<file path="config.mk">
export PLATFORM = sky130hd
export DESIGN_NAME = dmem_arbiter
export DESIGN_NICKNAME = d
export VERILOG_FILES = /design/src/rtl/dmem_arb_pkg.sv /design/src/rtl/rr_arbiter2.sv /design/src/rtl/dmem_arbiter.sv
export SDC_FILE = /design/constraint.sdc
export NUM_CORES = 1
export LEC_CHECK = 0
export CORE_MARGIN = 4
export CORE_UTILIZATION = 27
export CTS_CLUSTER_DIAMETER = 100
export DETAILED_ROUTE_END_ITERATION = 7
export GPL_ROUTABILITY_DRIVEN = 0
export PLACE_DENSITY_LB_ADDON = 0.1
export SKIP_LAST_GASP = 1
export SYNTH_ARGS = -nofsm -noshare
export SYNTH_HDL_FRONTEND = slang
export SYNTH_HIERARCHICAL = 1
export SYNTH_SLANG_ARGS = --single-unit
</file>
<file path="constraint.sdc">
create_clock -name clk -period 2.45 [get_ports clk]
set_clock_uncertainty 0.1 [all_clocks]
set_input_delay 0.49 -clock clk [delete_from_list [all_inputs] [get_ports clk]]
set_output_delay 0.49 -clock clk [all_outputs]
set_load 0.03 [all_outputs]
</file>
<file path="src/rtl/dmem_arb_pkg.sv">
// Shared types and constants for the data-memory burst arbiter.
// Arbitration policy is selected with DMEM_ARB_RR_EN (see rr_arbiter2).
package dmem_arb_pkg;

   localparam int unsigned DATA_W      = 32;
   localparam int unsigned ADDR_W      = 32;
   localparam int unsigned LEN_W       = 2;
   localparam int unsigned DEPTH_WORDS = 64;
   localparam int unsigned IDX_W       = $clog2(DEPTH_WORDS);

   localparam logic R0 = 1'b0;
   localparam logic R1 = 1'b1;

   typedef enum logic {
      IDLE  = 1'b0,
      BURST = 1'b1
   } state_e;

   // Burst context captured at grant time.
   typedef struct packed {
      logic             owner;
      logic             we;
      logic [IDX_W-1:0] base;
      logic [LEN_W-1:0] len;
   } burst_t;

   // Word index to byte address; upper address bits are always zero.
   function automatic logic [ADDR_W-1:0] word_to_byte(input logic [IDX_W-1:0] idx);
      return ADDR_W'({idx, 2'b00});
   endfunction

endpackage

</file>
<file path="src/rtl/rr_arbiter2.sv">
// Two-requester grant decision. DMEM_ARB_RR_EN selects round-robin on ties;
// otherwise r0 has fixed priority and last_owner is ignored.
module rr_arbiter2
   import dmem_arb_pkg::*;
(
   input  logic r0_req,
   input  logic r1_req,
   input  logic last_owner,
   output logic gnt_valid_c,
   output logic gnt_owner_c
);

   always_comb begin
      gnt_valid_c = r0_req | r1_req;
      gnt_owner_c = R0;
`ifdef DMEM_ARB_RR_EN
      if (r0_req && r1_req) begin
         gnt_owner_c = (last_owner == R0) ? R1 : R0;
      end else if (r1_req) begin
         gnt_owner_c = R1;
      end
`else
      if (!r0_req && r1_req) begin
         gnt_owner_c = R1;
      end
`endif
   end

`ifndef DMEM_ARB_RR_EN
   logic unused_last_owner;
   assign unused_last_owner = last_owner;
`endif

endmodule

</file>
<file path="src/rtl/dmem_arbiter.sv">
// Two-port burst arbiter/sequencer for the 64-word data memory.
// Tie policy follows DMEM_ARB_RR_EN through rr_arbiter2.
module dmem_arbiter
   import dmem_arb_pkg::*;
(
   input  logic              clk,
   input  logic              reset,
   input  logic              r0_req,
   input  logic              r0_we,
   input  logic [ADDR_W-1:0] r0_addr,
   input  logic [LEN_W-1:0]  r0_len,
   input  logic [DATA_W-1:0] r0_wdata,
   output logic              r0_gnt,
   output logic              r0_beat,
   output logic              r0_done,
   output logic              r0_rvalid,
   input  logic              r1_req,
   input  logic              r1_we,
   input  logic [ADDR_W-1:0] r1_addr,
   input  logic [LEN_W-1:0]  r1_len,
   input  logic [DATA_W-1:0] r1_wdata,
   output logic              r1_gnt,
   output logic              r1_beat,
   output logic              r1_done,
   output logic              r1_rvalid,
   output logic [DATA_W-1:0] rdata,
   output logic              mem_we,
   output logic [ADDR_W-1:0] mem_a,
   output logic [DATA_W-1:0] mem_wd,
   input  logic [DATA_W-1:0] mem_rd
);

   state_e            state_q, state_d;
   burst_t            burst_q, burst_d;
   logic [LEN_W-1:0]  beat_cnt_q, beat_cnt_d;
   logic              last_owner_q, last_owner_d;
   logic [DATA_W-1:0] rdata_q, rdata_d;
   logic              r0_rvalid_q, r0_rvalid_d;
   logic              r1_rvalid_q, r1_rvalid_d;

   logic              arb_valid;
   logic              arb_owner;
   logic [IDX_W-1:0]  word_idx;
   logic              last_beat;

   // Only the word-index bits of the byte address are meaningful.
   logic unused_addr_bits;
   assign unused_addr_bits = ^{r0_addr[ADDR_W-1:IDX_W+2], r0_addr[1:0],
                               r1_addr[ADDR_W-1:IDX_W+2], r1_addr[1:0]};

   rr_arbiter2 u_arb (
      .r0_req      (r0_req),
      .r1_req      (r1_req),
      .last_owner  (last_owner_q),
      .gnt_valid_c (arb_valid),
      .gnt_owner_c (arb_owner)
   );

   assign word_idx  = burst_q.base + IDX_W'(beat_cnt_q);
   assign last_beat = (beat_cnt_q == burst_q.len);

   // Next-state and memory-side decode.
   always_comb begin
      state_d      = state_q;
      burst_d      = burst_q;
      beat_cnt_d   = beat_cnt_q;
      last_owner_d = last_owner_q;
      rdata_d      = rdata_q;
      r0_rvalid_d  = 1'b0;
      r1_rvalid_d  = 1'b0;
      r0_gnt       = 1'b0;
      r1_gnt       = 1'b0;
      r0_beat      = 1'b0;
      r1_beat      = 1'b0;
      r0_done      = 1'b0;
      r1_done      = 1'b0;
      mem_we       = 1'b0;
      mem_a        = '0;
      mem_wd       = '0;

      case (state_q)
         IDLE: begin
            // Grants are suppressed while reset is asserted.
            if (arb_valid && !reset) begin
               burst_d.owner = arb_owner;
               burst_d.we    = (arb_owner == R1) ? r1_we : r0_we;
               burst_d.base  = (arb_owner == R1) ? r1_addr[IDX_W+1:2] : r0_addr[IDX_W+1:2];
               burst_d.len   = (arb_owner == R1) ? r1_len : r0_len;
               beat_cnt_d    = '0;
               last_owner_d  = arb_owner;
               r0_gnt        = (arb_owner == R0);
               r1_gnt        = (arb_owner == R1);
               state_d       = BURST;
            end
         end
         BURST: begin
            mem_we  = burst_q.we;
            mem_a   = word_to_byte(word_idx);
            mem_wd  = (burst_q.owner == R1) ? r1_wdata : r0_wdata;
            r0_beat = (burst_q.owner == R0);
            r1_beat = (burst_q.owner == R1);
            if (!burst_q.we) begin
               rdata_d     = mem_rd;
               r0_rvalid_d = (burst_q.owner == R0);
               r1_rvalid_d = (burst_q.owner == R1);
            end
            if (last_beat) begin
               r0_done = (burst_q.owner == R0) && !reset;
               r1_done = (burst_q.owner == R1) && !reset;
               state_d = IDLE;
            end else begin
               beat_cnt_d = beat_cnt_q + 1'b1;
            end
         end
         default: state_d = IDLE;
      endcase
   end

   always_ff @(posedge clk) begin
      if (reset) begin
         state_q      <= IDLE;
         burst_q      <= '0;
         beat_cnt_q   <= '0;
         last_owner_q <= R1;
         rdata_q      <= '0;
         r0_rvalid_q  <= 1'b0;
         r1_rvalid_q  <= 1'b0;
      end else begin
         state_q      <= state_d;
         burst_q      <= burst_d;
         beat_cnt_q   <= beat_cnt_d;
         last_owner_q <= last_owner_d;
         rdata_q      <= rdata_d;
         r0_rvalid_q  <= r0_rvalid_d;
         r1_rvalid_q  <= r1_rvalid_d;
      end
   end

   assign rdata     = rdata_q;
   assign r0_rvalid = r0_rvalid_q;
   assign r1_rvalid = r1_rvalid_q;

endmodule

</file>
==> flow_metrics.tcl <==
set metrics [dict create \
    drt_first_pass_iters 4 \
    power_frac_comb_pct 39.2 \
    fmax_mhz 430 \
    cp_top_family "adder cells" \
    drv_slew 0 \
    grt_setup_unrepaired "yes" \
    avgViaCountPerCell 4.21 \
    worst_hold_path_type "flip-flop to flip-flop" \
    dieArea_sq_mm 0.0119 \
    io_pins 275 \
    setup_violations 0 \
    clk_path_buf_depth 2 \
    arrival_ns 1.74 \
    layout-drive-gt1-share_pct 14.0 \
    grt_max_degree 43 \
    cts_root_buf "clkbuf_8" \
    htree_levels 2 \
    synth.cell_area_sq_mm 0.00276 \
    ir_drop_v 0.000292 \
    p_clk_share_pct 24.5 \
    start_util_pct 27.9 \
    cts_tree "done" \
    start_kind "flip-flop" \
    seq_area_sq_um 943 \
    p_leak_nw 1.84 \
    area_growth_pct 72.7 \
    cp_max_fo 5 \
    place_hpwl_um 7360 \
    hold_viol_final 0 \
    drtAntennaViolNets 0 \
    fillers 977 \
    grt_usage_pct 14.5 \
    critPathSlowestCell "dfxtp_2" \
    grt-ovfl-total 0 \
    synthCells 339 \
    wl_per_cell_um 13.9 \
    hold_ws_ns 0.354 \
    worstPathRequired_ns 1.86 \
    cts_setup_buffers 0 \
    period_share_pct 95.0 \
    placed_area_sq_mm 0.00463 \
    endpoint_kind "primary output" \
    drc_errors 0 \
    power_frac_seq_pct 36.3 \
    io_buffer_count 196 \
    drtIter0Drc 101 \
    path_cells "ha_1, fa_2, nand3_1, xnor2_1, and2_1, buf_4" \
    period_needed_ns 2.33 \
    core_area_sq_mm 0.00986 \
    power.density_mw_per_mm2 499 \
    rrSetupSlack_ns 1.02 \
    run_status "complete, no violations" \
    routed_wl_um 9190 \
    internal_power_mw 1.56 \
    fp-row-count 36 \
    antenna_found_initial 1 \
    grt_pass1_vias 2680 \
    die_w_um 109 \
    multiInputGateArea_sq_mm 0.00158 \
    p_switching_uw 811 \
    stdcell_area_sq_mm 0.00476 \
    swShare_pct 34.1 \
    ys_warn_count 6 \
    path_clk_slew_ns 0.08 \
    synth_area_per_cell_sq_um 8.13 \
    crit_type "flip-flop to primary output" \
    fp.dieH_um 109 \
    grt_pass1_wl_um 13600 \
    cpPeakStageDelay_ns 0.36 \
    crit_buf_inv 1 \
    cts_sinks 47 \
    cts_made_buffers 5 \
    vias 2782 \
    nets 699 \
    maxCapViolCount 0 \
    clock_latency_ns 0.29 \
]
-- worst reg2reg max path, cell delays in order, from the launching register on --
cell      delay, ns
dfxtp_1        0.32
buf_4          0.16
nor3b_4        0.25
buf_4          0.26
nor2_1         0.06
a211oi_1       0.20
-- state kept, by name, indices dropped and copies added (netlist names) --
register / count
beat_cnt_q: 2
r0_rvalid: 1
r1_rvalid: 1
rdata: 32
burst_q: 10
state_q: 1
-- power groups by stage --
stage / registers (mW) / clock network, mW / logic (mW)
after global placement: 0.879 / 0 / 0.933
after detailed placement: 0.881 / 0 / 0.937
final: 0.863 / 0.581 / 0.932
after floorplan: 0.962 / 0 / 0.470
after CTS: 0.863 / 0.608 / 0.940
after global routing: 0.871 / 0.636 / 1.01
-- stage by stage --
| stage | setup WS [ns] | TNS [ns] | utilization, % | power (mW) | cells |
|---|---|---|---|---|---|
| floorplan | 0.109 | 0 | - | 1.43 | 364 |
| global placement | 0.0474 | 0 | 46.9 | 1.81 | 652 |
| detailed placement | 0.0602 | 0 | 46.9 | 1.82 | 652 |
| CTS | 0.0226 | 0 | 48.1 | 2.41 | 660 |
| global route | -0.0156 | -0.0156 | 48.2 | 2.52 | 661 |
| finish | 0.123 | 0 | 48.2 | 2.38 | 661 |
-- repair_timing --
item | CTS | global route
hold buffers | 0 | 0
resized for setup | 0 | 7
setup endpoints to repair | 0 | 3
-- final cells by class --
| class | count | area share [%] |
|---|---|---|
| Tap cell | 133 | 3.50 |
| Inverter | 2 | 0.158 |
| Timing Repair Buffer | 206 | 40.9 |
| Sequential cell | 47 | 19.8 |
| Antenna cell | 1 | 0.0526 |
| Clock buffer | 5 | 1.45 |
| Multi-Input combinational cell | 264 | 33.1 |
| Clock inverter | 3 | 0.973 |
-- cells in the final DEF (no fill, tap or decap), types with 9 or more instances in the layout --
cell	count
a211oi_1	9
nor2_1	13
a21oi_1	33
nor2b_1	35
buf_4	52
clkdlybuf4s50_1	150
nand2_1	66
mux2i_1	41
conb_1	26
dfxtp_1	45
-- worst paths after layout --
| check | from | endpoint | cells after the start |
|---|---|---|---|
| worst min register to register | rdata[10] | rdata[10] | 2 |
| worst max register to register | state_q | burst_q[7] | 5 |
| worst min-delay path | rdata[10] | rdata[10] | 2 |
| worst max-delay path | beat_cnt_q[0] | mem_a[6] | 6 |
-- per-layer routing --
layer  global-route usage (%)  vias to the layer above  routed length (um)
li1                         -                     1438                   -
met1                     15.9                     1214                3530
met2                     26.0                      124                4480
met3                     5.68                        6                1100
met4                     3.79                        0                  89
met5                        0                        -                   0
No activity file was read; power rests on OpenSTA's default activity.
